--- src/rtl/btn_pkg.sv ---
// Shared types and defaults for the push-button conditioner.
package btn_pkg;

  typedef enum logic [2:0] {
    IDLE     = 3'd0,
    DB_PRESS = 3'd1,
    HELD     = 3'd2,
    REPEAT   = 3'd3,
    DB_REL   = 3'd4
  } btn_state_e;

  // Defaults assume a 50 MHz clk: 20 ms debounce, 500 ms hold, 100 ms repeat.
  localparam int unsigned DEF_DB_CYCLES   = 1_000_000;
  localparam int unsigned DEF_HOLD_CYCLES = 25_000_000;
  localparam int unsigned DEF_REP_CYCLES  = 5_000_000;

  // Smallest counter width that can hold max(db, hold, rep) - 1.
  function automatic int unsigned min_cnt_w(input int unsigned db,
                                            input int unsigned hold,
                                            input int unsigned rep);
    int unsigned m;
    int unsigned w;
    m = db;
    if (hold > m) m = hold;
    if (rep > m) m = rep;
    w = $clog2(m);
    return (w == 0) ? 1 : w;
  endfunction

endpackage

--- src/rtl/btn_cond_ch.sv ---
// One button channel: 2-FF synchroniser, debounce/hold/repeat FSM, registered strobes.
//
// state    | meaning
// IDLE     | released and stable
// DB_PRESS | raw went active, counting stable-press cycles
// HELD     | press accepted, counting toward the first repeat
// REPEAT   | auto-repeating, one strobe every REP_CYCLES
// DB_REL   | raw went inactive, counting stable-release cycles
module btn_cond_ch
  import btn_pkg::*;
#(
  parameter bit          ACTIVE_LOW  = 1'b1,
  parameter int unsigned DB_CYCLES   = DEF_DB_CYCLES,
  parameter int unsigned HOLD_CYCLES = DEF_HOLD_CYCLES,
  parameter int unsigned REP_CYCLES  = DEF_REP_CYCLES,
  parameter int unsigned CNT_W       = 25
) (
  input  logic clk,
  input  logic rstn,
  input  logic btn_raw_i,
  output logic level_o,
  output logic clean_o,
  output logic press_o,
  output logic release_o,
  output logic repeat_o,
  output logic event_o
);

  localparam logic             RAW_IDLE  = ACTIVE_LOW;
  localparam logic [CNT_W-1:0] DB_LAST   = CNT_W'(DB_CYCLES - 1);
  localparam logic [CNT_W-1:0] HOLD_LAST = CNT_W'(HOLD_CYCLES - 1);
  localparam logic [CNT_W-1:0] REP_LAST  = CNT_W'(REP_CYCLES - 1);

  logic [1:0]       sync_q;
  btn_state_e       state_q, state_d;
  logic [CNT_W-1:0] cnt_q, cnt_d;
  logic             level_q, level_d;
  logic             press_q, press_d;
  logic             release_q, release_d;
  logic             repeat_q, repeat_d;
  logic             event_q;
  logic             act;

  assign act = sync_q[1] ^ RAW_IDLE;

  always_ff @(posedge clk) begin
    if (!rstn) begin
      sync_q    <= {2{RAW_IDLE}};
      state_q   <= IDLE;
      cnt_q     <= '0;
      level_q   <= 1'b0;
      press_q   <= 1'b0;
      release_q <= 1'b0;
      repeat_q  <= 1'b0;
      event_q   <= 1'b0;
    end else begin
      sync_q    <= {sync_q[0], btn_raw_i};
      state_q   <= state_d;
      cnt_q     <= cnt_d;
      level_q   <= level_d;
      press_q   <= press_d;
      release_q <= release_d;
      repeat_q  <= repeat_d;
      event_q   <= press_d | repeat_d;
    end
  end

  always_comb begin
    state_d   = state_q;
    cnt_d     = cnt_q;
    level_d   = level_q;
    press_d   = 1'b0;
    release_d = 1'b0;
    repeat_d  = 1'b0;
    case (state_q)
      IDLE: begin
        if (act) begin
          state_d = DB_PRESS;
          cnt_d   = '0;
        end
      end
      DB_PRESS: begin
        if (!act) begin
          state_d = IDLE;
          cnt_d   = '0;
        end else if (cnt_q == DB_LAST) begin
          state_d = HELD;
          cnt_d   = '0;
          press_d = 1'b1;
          level_d = 1'b1;
        end else begin
          cnt_d = cnt_q + 1'b1;
        end
      end
      HELD: begin
        if (!act) begin
          state_d = DB_REL;
          cnt_d   = '0;
        end else if (cnt_q == HOLD_LAST) begin
          state_d  = REPEAT;
          cnt_d    = '0;
          repeat_d = 1'b1;
        end else begin
          cnt_d = cnt_q + 1'b1;
        end
      end
      REPEAT: begin
        if (!act) begin
          state_d = DB_REL;
          cnt_d   = '0;
        end else if (cnt_q == REP_LAST) begin
          cnt_d    = '0;
          repeat_d = 1'b1;
        end else begin
          cnt_d = cnt_q + 1'b1;
        end
      end
      DB_REL: begin
        // A bounce back to active restarts the hold timer rather than resuming it.
        if (act) begin
          state_d = HELD;
          cnt_d   = '0;
        end else if (cnt_q == DB_LAST) begin
          state_d   = IDLE;
          cnt_d     = '0;
          release_d = 1'b1;
          level_d   = 1'b0;
        end else begin
          cnt_d = cnt_q + 1'b1;
        end
      end
      default: begin
        state_d = IDLE;
        cnt_d   = '0;
        level_d = 1'b0;
      end
    endcase
  end

  assign level_o   = level_q;
  assign clean_o   = level_q ^ RAW_IDLE;
  assign press_o   = press_q;
  assign release_o = release_q;
  assign repeat_o  = repeat_q;
  assign event_o   = event_q;

endmodule

--- src/rtl/btn_cond.sv ---
// Button conditioner top: N_BTN fully independent debounce/repeat channels.
module btn_cond
  import btn_pkg::*;
#(
  parameter int unsigned N_BTN       = 2,
  parameter bit          ACTIVE_LOW  = 1'b1,
  parameter int unsigned DB_CYCLES   = DEF_DB_CYCLES,
  parameter int unsigned HOLD_CYCLES = DEF_HOLD_CYCLES,
  parameter int unsigned REP_CYCLES  = DEF_REP_CYCLES,
  parameter int unsigned CNT_W       = min_cnt_w(DB_CYCLES, HOLD_CYCLES, REP_CYCLES)
) (
  input  logic             clk,
  input  logic             rstn,
  input  logic [N_BTN-1:0] btn_raw,
  output logic [N_BTN-1:0] btn_level,
  output logic [N_BTN-1:0] btn_clean,
  output logic [N_BTN-1:0] btn_press,
  output logic [N_BTN-1:0] btn_release,
  output logic [N_BTN-1:0] btn_repeat,
  output logic [N_BTN-1:0] btn_event
);

  for (genvar g = 0; g < int'(N_BTN); g++) begin : g_ch
    btn_cond_ch #(
      .ACTIVE_LOW  (ACTIVE_LOW),
      .DB_CYCLES   (DB_CYCLES),
      .HOLD_CYCLES (HOLD_CYCLES),
      .REP_CYCLES  (REP_CYCLES),
      .CNT_W       (CNT_W)
    ) u_ch (
      .clk       (clk),
      .rstn      (rstn),
      .btn_raw_i (btn_raw[g]),
      .level_o   (btn_level[g]),
      .clean_o   (btn_clean[g]),
      .press_o   (btn_press[g]),
      .release_o (btn_release[g]),
      .repeat_o  (btn_repeat[g]),
      .event_o   (btn_event[g])
    );
  end

endmodule

--- config.mk ---
export PLATFORM = sky130hd
export DESIGN_NAME = btn_cond
export DESIGN_NICKNAME = d
export VERILOG_FILES = /design/src/rtl/btn_pkg.sv /design/src/rtl/btn_cond_ch.sv /design/src/rtl/btn_cond.sv
export SDC_FILE = /design/constraint.sdc
export NUM_CORES = 1
export LEC_CHECK = 0
export BUFFER_PORTS_ARGS = -buffer_cell sky130_fd_sc_hd__clkbuf_2
export CAP_MARGIN = 20
export CORE_MARGIN = 2
export CORE_UTILIZATION = 50
export DETAILED_ROUTE_END_ITERATION = 10
export GPL_TIMING_DRIVEN = 0
export HOLD_SLACK_MARGIN = 0.15
export PLACE_DENSITY = 0.65
export SLEW_MARGIN = 10
export SYNTH_ARGS = -nofsm -noshare
export SYNTH_HDL_FRONTEND = slang
export SYNTH_SLANG_ARGS = --single-unit
export TNS_END_PERCENT = 10
--- constraint.sdc ---
create_clock -name clk -period 2.4 [get_ports clk]
set_input_delay 0 -clock clk [delete_from_list [all_inputs] [get_ports clk]]
set_output_delay 0 -clock clk [all_outputs]
set_load 0.02 [all_outputs]
======== After elaboration in Yosys (flattened, before gate mapping) ========
Index checks and enable logic that the tools add are counted.
word-level totals
  register bits after elaboration ......... 70
  input port bits ......................... 4
  output and inout bits ................... 12
  word-level logic and storage cells ...... 128
operators by class
  add/subtract/negate cells ............... 2
  equality and inequality tests ........... 32
  muxes and demuxes ....................... 62
  bitwise gates (word level) .............. 6
  reductions and logical operators ........ 10
operators by type and width
  operator                                                count
  2-to-1 mux 25 bit                                       16
  case mux 25 bit (5 select lines)                        2
  adder 25 x 1 -> 25 bit (second input constant)          2
  equality test 25 x 20 -> 1 bit (second input constant)  2
  equality test 25 x 23 -> 1 bit (second input constant)  2
  equality test 25 bit (second input constant)            2
  2-to-1 mux 3 bit                                        16
  case mux 3 bit (5 select lines)                         2
  2-to-1 mux 1 bit                                        22
  AND reduction 5 bit                                     4
  != test 2 x 1 -> 1 bit (second input constant)          8
  equality test 3 x 2 -> 1 bit (second input constant)    4
  != test 3 x 1 -> 1 bit (second input constant)          4
  != test 2 bit (second input constant)                   4
  equality test 3 x 1 -> 1 bit (second input constant)    2
  equality test 3 bit (second input constant)             2
  logical NOT 3 bit                                       2
  != test 3 bit (second input constant)                   2
  case mux 1 bit (3 select lines)                         2
  AND reduction 3 bit                                     2
  OR reduction 3 bit                                      2
  inverter 1 bit                                          4
  case mux 1 bit (2 select lines)                         2
  bitwise OR 1 bit                                        2

======== Depth between registers and ports, before layout ========
Gate-level depths: netlist (run 1).
  word-level depth ........................ 5
  gate-level depth with buffers ........... 10
  mapped depth without buffers ............ 7

======== By module ========
From an unflattened synthesis (run 1), not the netlist that was laid out.
unflattened totals
  cells, all modules ...................... 520
  area total of the unflattened synthesis .. 4126.5 µm²
modules (own cells, without submodules)
  module                      instances  cells an instance  area an instance (µm²)  sequential area each (µm²)
  btn_cond_ch (g_ch[1].u_ch)  1          264                2068.2                  700.7
  btn_cond_ch (g_ch[0].u_ch)  1          256                2058.2                  700.7

======== Least setup slack after synthesis (run 1) ========
OpenSTA, ideal clock, no wires.
  path type ............................... flip-flop to flip-flop
  from .................................... register g_ch[1].u_ch.cnt_q[0]
  to ...................................... register g_ch[1].u_ch.cnt_q[4]
  library setup time ...................... 117 ps
  arrival ................................. 1967 ps
  data required time ...................... 2283 ps
  path slack .............................. 316 ps
  cell stages (with the launch flop) ...... 10
  path buffers ............................ 2
  period minus slack after synthesis ...... 2084 ps
  cell sequence ........................... dfxtp_1 ha_1 and4_1 buf_2 nand4b_1 o311ai_1 a31oi_2 buf_6 a21o_1 a22o_1
on the way
  cells in the longest elaborated chain, start to end .. 4
  elaborated cells on any way between the ends .. 12
  classes of those cells .................. add/sub: 1; eq/ne: 3; mux: 8
ends and longest elaborated chain
  what                                               RTL line           source
  from (decl)                                        btn_cond_ch.sv:36  logic [CNT_W-1:0] cnt_q, cnt_d;
  from (signal assigned)                             btn_cond_ch.sv:59  cnt_q <= cnt_d;
  adder 25 x 1 -> 25 bit (tied with other cells)     --
  2-to-1 mux 25 bit (on tied branches) (2 in a row)  --
  case mux 25 bit (5 select lines) (*)               btn_cond_ch.sv:75  case (state_q)
Mark *: on every way between the ends. The rest lies on a longest branch, timed or not.
A chain may end at the register's enable or synchronous reset.

======== Worst setup path after layout (run 1) ========
  from .................................... register g_ch[0].u_ch.cnt_q[1]
  to ...................................... register g_ch[0].u_ch.event_q
on the way
  cells in the longest elaborated chain, start to end .. 5
  elaborated cells on any way between the ends .. 12
  classes of those cells .................. eq/ne: 3; mux: 8; bitwise: 1
ends and longest elaborated chain
  what                                                                 RTL line                                                  source
  from (decl)                                                          btn_cond_ch.sv:36
  from (signal assigned)                                               btn_cond_ch.sv:59
  equality test 25 x 23 -> 1 bit (tied with other cells)               btn_cond_ch.sv:111                                        end else if (cnt_q == REP_LAST) begin
  2-to-1 mux 1 bit (on tied branches)                                  btn_cond_ch.sv:111, btn_cond_ch.sv:86, btn_cond_ch.sv:99
  2-to-1 mux 1 bit (on tied branches)                                  btn_cond_ch.sv:108, btn_cond_ch.sv:83, btn_cond_ch.sv:96
  case mux 1 bit (2 select lines) or 2-to-1 mux 1 bit (tied branches)  btn_cond_ch.sv:75
  bitwise OR 1 bit (*)                                                 btn_cond_ch.sv:64                                         event_q <= press_d | repeat_d;
  to (signal assigned)                                                 btn_cond_ch.sv:64
  to (decl)                                                            btn_cond_ch.sv:41                                         logic event_q;
Marked as above.

==> qor.yml, run 1 <==
outcome: "completed"
place_ws_ns: -0.0381
core_area_mm2: 0.00813
maxSlewHeadroom: 0.642
nets: 567
viasPerCell: 5.96
yosys.area.top_type: "dfxtp_1"
synth_edf_count: 0
ys.flop_type: "dfxtp_1"
hold_viol_final: 0
netlist_instances: 532
antenna_left: 0
ys_top_cells_by_area: "dfxtp_1 34%, nand3_1 7.6%, nand2_1 6.2%, nor2_1 4.6%, mux2i_1 3.1%"
hpwl_um: 7450
crit_path_end_kind: "flop"
critPathMaxFanout: 6
final_cell_mix: "69 x nand2_1, 68 x dfxtp_1, 62 x nand3_1"
ys_ff_latch: 70
grt_pass1_wl_um: 16600
crit_type: "reg -> reg"
grt-ovfl-total: 0
cts.clk_slew.worst_paths_ns: 0.09
fin_ws_ns: 0.154
grt_max_degree: 15
insertion_delay_ns: 0.35
fillers: 813
io_buffer_count: 15
antenna_found_initial: 0
crit_path_start_kind: "flop"
die_x_um: 95.1
clockBufferDepth: 2
syn-cell-area_mm2: 0.00415
p_leak_nw: 1.67
antenna_cells: 0
synth_top_area_frac: 0.338
die_area_mm2: 0.00903
wl_um: 10200
totalNegativeSetupSlack_ns: 0
drt_first_pass_iters: 5
wire_per_inst_um: 15.3
cap_violations: 0
layout-drive-gt1-share: 0.159
holdWs_ns: 0.370
slew_violations: 0
pin_count: 16
fin_crit_sh: 0.936
vias: 4001
cts_tree: "done"
initial_core_util: 0.510
cts_setup_buffers: 0
worstPathArrival_ns: 2.55
hold_path.class: "in -> reg"
drt_iter0_markers: 181
die_y_um: 95.1
rows: 33
ys_warn_count: 0
grtUsageTotal: 0.233
synth.distinct_cells: 71
cts_root_buf: "clkbuf_8"
p_total_mw: 2.25
finalSetupViolCount: 0
syn-num-nets: 538
routabilityCongestion: 0.884
h-tree-depth: 3
timing.final.crit_period_ns: 2.25
async_flop_share: 0
grt_pass1_vias: 3368
clkSinkCount: 70
critical_path_required_ns: 2.70
tightest_slew_ns: 0.536
ir_drop_mv: 0.224
cellPowerDensity_mw_per_mm2: 480
syn_area_per_cell_um2: 7.79
final_cell_count_no_fill: 671
cts_made_buffers: 9
skew_ns: 0.0121
max_freq_mhz: 445
remaining_drc_errors: 0
area_growth_pct: 12.9
layout_commonest_cell: "nand2_1"
place_inst: 652
synth.yosys.seq_area_share: 0.338
==> registers in the layout, indices dropped and copies added, names as in the netlist <==
name and flops:
g_ch.u_ch.event_o 2, g_ch.u_ch.state_q 6, g_ch.u_ch.cnt_q 50, g_ch.u_ch.release_o 2
g_ch.u_ch.repeat_o 2, g_ch.u_ch.level_o 2, g_ch.u_ch.press_o 2, g_ch.u_ch.sync_q 4
==> area by class of cell <==
class	count	area, um^2	area share
plain buffers	42	246	0.0526
clock buffers	9	124	0.0265
clock inverters	7	80.1	0.0171
inverters	12	45.0	0.00962
multi-input cells	408	2550	0.544
flip-flops and latches	70	1400	0.300
well taps	105	131	0.0281
repair buffers	18	105	0.0224
==> path summary, 6_finish.rpt <==
kind              depth (start not counted)                   start  slack, ns                endpoint
setup reg to reg                          7   g_ch[0].u_ch.cnt_q[1]       0.15    g_ch[0].u_ch.event_o
hold / removal                            3              btn_raw[0]       0.37  g_ch[0].u_ch.sync_q[0]
hold reg to reg                           1  g_ch[0].u_ch.sync_q[0]       0.43  g_ch[0].u_ch.sync_q[1]
setup / recovery                          7   g_ch[0].u_ch.cnt_q[1]       0.15    g_ch[0].u_ch.event_o
==> worst max-delay path: stages, from the launching register on <==
cell and delay [ns]:
dfxtp_1 0.39, ha_2 0.23, and3_1 0.21, nand3_1 0.27, or4_1 0.60, o21a_1 0.16, mux2_2 0.27, nor2_1 0.07
==> per-layer routing <==
| metal | vias to the layer above | GRT usage | wire [um] |
|---|---|---|---|
| met5 | - | 0 | 0 |
| met1 | 1893 | 0.347 | 5170 |
| met2 | 109 | 0.343 | 4490 |
| met3 | 12 | 0.0356 | 441 |
| met4 | 0 | 0.0749 | 135 |
| li1 | 1987 | - | - |
==> synthesized netlist by cell type, drive strengths merged, types with 13 or more instances <==
| cell | instances |
|---|---|
| mux2i | 13 |
| buf | 27 |
| nor2 | 51 |
| nor3 | 18 |
| dfxtp | 70 |
| a21oi | 26 |
| o21ai | 21 |
| nand4 | 14 |
| nand2 | 69 |
| clkbuf | 15 |
| nand3 | 64 |
| and3 | 13 |
==> where the power goes <==
part / switching [mW] / internal, mW / total, mW
clock network: 0.517 / 0.493 / 1.01
logic: 0.0475 / 0.0229 / 0.0704
registers: 0.00256 / 1.16 / 1.17
==> stage by stage <==
step,instance area [um^2],util
floorplan,4150,-
global placement,4350,0.535
detailed placement,4350,0.535
CTS,4590,0.565
global route,4680,0.576
finish,4680,0.576
==> cells by family (layout without fill, tap and decap cells) <==
kind of cell / after synthesis / after routing / synth area share
xor+xnor: 4 / 4 / 0.00845
compound gates: 94 / 94 / 0.154
flops: 70 / 70 / 0.338
buf+inv: 54 / 88 / 0.0700
simple gates: 294 / 294 / 0.389
fa+ha+maj: 2 / 2 / 0.00604
mux: 14 / 14 / 0.0341
==> repair_timing <==
action,CTS,global route
hold endpoints to repair,8,0
setup endpoints to repair,11,42
resized for setup,2,16
hold buffers,3,0
pin swaps,0,1
gates cloned,0,0
No activity file was read; power rests on OpenSTA's default activity.
==> run 2: changes to the inputs <==
--- a/config.mk
+++ b/config.mk
@@ -7,12 +7,11 @@
 export LEC_CHECK = 0
 export BUFFER_PORTS_ARGS = -buffer_cell sky130_fd_sc_hd__clkbuf_2
 export CAP_MARGIN = 20
-export CORE_MARGIN = 2
 export CORE_UTILIZATION = 50
 export DETAILED_ROUTE_END_ITERATION = 10
 export GPL_TIMING_DRIVEN = 0
 export HOLD_SLACK_MARGIN = 0.15
-export PLACE_DENSITY = 0.65
+export PLACE_DENSITY = 0.67
 export SLEW_MARGIN = 10
 export SYNTH_ARGS = -nofsm -noshare
 export SYNTH_HDL_FRONTEND = slang
==> qor.yml, run 2 (same netlist as run 1, synthesis figures left out) <==
outcome: "completed"
slew_violations: 0  # unchanged
totalNegativeSetupSlack_ns: 0  # unchanged
critical_path_required_ns: 2.65  # -0.05 ns
r2r_cells: 9  # +2
top_register: "g_ch.u_ch.cnt_q"
crit_path_end_kind: "flop"
layout_top_registers: "g_ch.u_ch.cnt_q (50), g_ch.u_ch.state_q (6), g_ch.u_ch.sync_q (4)"
rows: 32  # -3.0%
final_area_mm2: 0.00466  # -0.51%
vias: 4054  # +1.3%
antenna_left: 0  # unchanged
cp_slowest_cell: "dfxtp_1"
die_x_um: 93.1  # -2.1%
worstHoldStart: "btn_raw[0]"
finalSetupViolCount: 0  # unchanged
routabilityCongestion: 0.937  # +6.1%
crit_start: "g_ch[1].u_ch.cnt_q[1]"
r2r_start: "g_ch[1].u_ch.cnt_q[1]"
cts_setup_buffers: 0  # unchanged
h-tree-depth: 3  # unchanged
critPathBufInv: 2  # +2
crit_end: "g_ch[1].u_ch.cnt_q[4]"
reg2reg_setup_slack_ns: 0.11  # -0.04 ns
pin_count: 16  # unchanged
clkSinkCount: 70  # unchanged
path_depth: 9  # +2
grtUsageTotal: 0.249  # +0.0163
skew_ns: 0.00960  # -0.00249 ns
fin_ws_ns: 0.110  # -0.0440 ns
die_y_um: 93.1  # -2.1%
viasPerCell: 6.07  # +1.8%
critPathMaxFanout: 10  # +4
fillers: 724  # -11%
cellPowerDensity_mw_per_mm2: 500  # +4.2%
cts.clk_slew.worst_paths_ns: 0.09  # about the same
layout-drive-gt1-share: 0.152  # -0.00707
grt_max_degree: 14  # -1
nets: 567  # unchanged
utilization: 0.591  # +0.0150
die_area_mm2: 0.00866  # -4.2%
critPathTopFamily: "compound AO/OA/AOI/OAI gates"
final_cell_mix: "69 x nand2_1, 68 x dfxtp_1, 62 x nand3_1"
hold_path.class: "in -> reg"
wl_um: 10400  # +1.4%
placed_cell_area_mm2: 0.00435  # about the same
drt_first_pass_iters: 4  # -1
tightest_slew_ns: 0.552  # +0.0163 ns
wire_per_inst_um: 15.5  # +1.8%
worstPathArrival_ns: 2.54  # about the same
fin_crit_sh: 0.954  # +0.0183
drt_iter0_markers: 225  # +24%
place_ws_ns: -0.0405  # -0.00248 ns
crit_path_start_kind: "flop"
cts_root_buf: "clkbuf_8"
grt_pass1_wl_um: 17200  # +3.8%
antenna_found_initial: 0  # unchanged
crit_type: "reg -> reg"
maxSlewHeadroom: 0.629  # -0.0130
cap_violations: 0  # unchanged
hpwl_um: 7370  # -1.1%
io_buffer_count: 15  # unchanged
core_area_mm2: 0.00789  # -3.0%
cts_made_buffers: 9  # unchanged
rsz0062_at_grt: "yes"
max_freq_mhz: 437  # -1.9%
antenna_cells: 0  # unchanged
grt-ovfl-total: 0  # unchanged
remaining_drc_errors: 0  # unchanged
hold_viol_final: 0  # unchanged
cpPeakStageDelay_ns: 0.40  # -0.20 ns
path_cells: "ha_2 -> and4_1 -> buf_2 -> nand4b_1 -> o311ai_4 -> a31oi_2 -> buf_6 -> a21o_1 -> a22o_1"
clockBufferDepth: 2  # unchanged
area_growth_pct: 12.4
r2r_end: "g_ch[1].u_ch.cnt_q[4]"
grt_pass1_vias: 3596  # +6.8%
ir_drop_mv: 0.295  # +32%
initial_core_util: 0.526  # +0.0159
timing.final.crit_period_ns: 2.29  # +0.0440 ns
largest_reg_flops: 50  # unchanged
cts_tree: "done"
insertion_delay_ns: 0.36  # about the same
holdWs_ns: 0.358  # -0.0115 ns
p_leak_nw: 1.68  # +0.61%
layout_commonest_cell: "nand2_1"
[run 2: changes by cell type in the layout (fill, tap and decap cells not counted), sizes merged]
cell and delta:
bufinv +1, clkinv +3, clkinvlp -2, inv -2
[run 2: layer usage]
| layer | wire length, um | vias up | GRT usage |
|---|---|---|---|
| li1 | - | 1986 | - |
| met1 | 5070 | 1944 | 0.356 |
| met2 | 4640 | 115 | 0.387 |
| met3 | 578 | 9 | 0.0504 |
| met4 | 89 | 0 | 0.0526 |
| met5 | 0 | - | 0 |
[run 2: area by class of cell]
cell class                 instances  area, um^2  share of cell area
buffer                            42         246              0.0529
clock buffer                       9         124              0.0266
multi-input combinational        408        2510               0.539
timing repair buffer              18         105              0.0226
tap                              102         128              0.0274
inverter                          12        45.0             0.00967
clock inverter                     7        96.3              0.0207
sequential                        70        1400               0.301
[run 2: worst register-to-register path: stages, from the launching register on]
cell and delay [ns]:
dfxtp_1 0.40, ha_2 0.24, and4_1 0.19, buf_2 0.19, nand4b_1 0.19, o311ai_4 0.31, a31oi_2 0.16, buf_6 0.17
a21o_1 0.18, a22o_1 0.16
[run 2: worst min path at each step]
stage / endpoint / slack [ns] / cells after the start
6_report: g_ch[0].u_ch.sync_q[0] / 0.36 / 3
3_3_place_gp: g_ch[0].u_ch.sync_q[0] / 0.18 / 2
3_5_place_dp: g_ch[1].u_ch.sync_q[0] / 0.19 / 2
4_1_cts: g_ch[1].u_ch.sync_q[0] / 0.35 / 3
2_1_floorplan: g_ch[1].u_ch.sync_q[1] / 0.07 / 1
5_1_grt: g_ch[1].u_ch.sync_q[0] / 0.38 / 3
[run 2: through the flow]
step	cells	power (mW)
final	668	2.33
after global routing	668	2.40
after CTS	668	2.34
after detailed placement	649	1.26
after global placement	649	1.26
after floorplan	532	1.24
[run 2: power breakdown]
group / switching [mW] / leakage [nW] / internal (mW) / total [mW]
clock network: 0.503 / 0.114 / 0.589 / 1.09
registers: 0.00253 / 0.566 / 1.16 / 1.17
logic: 0.0479 / 0.996 / 0.0229 / 0.0708
[run 2: repair_timing]
| action | in CTS | in global routing |
|---|---|---|
| hold endpoints to repair | 4 | 0 |
| resized for setup | 1 | 13 |
| endpoints found under the setup margin | 8 | 49 |
| pin swaps | 0 | 1 |
| hold buffers | 3 | 0 |
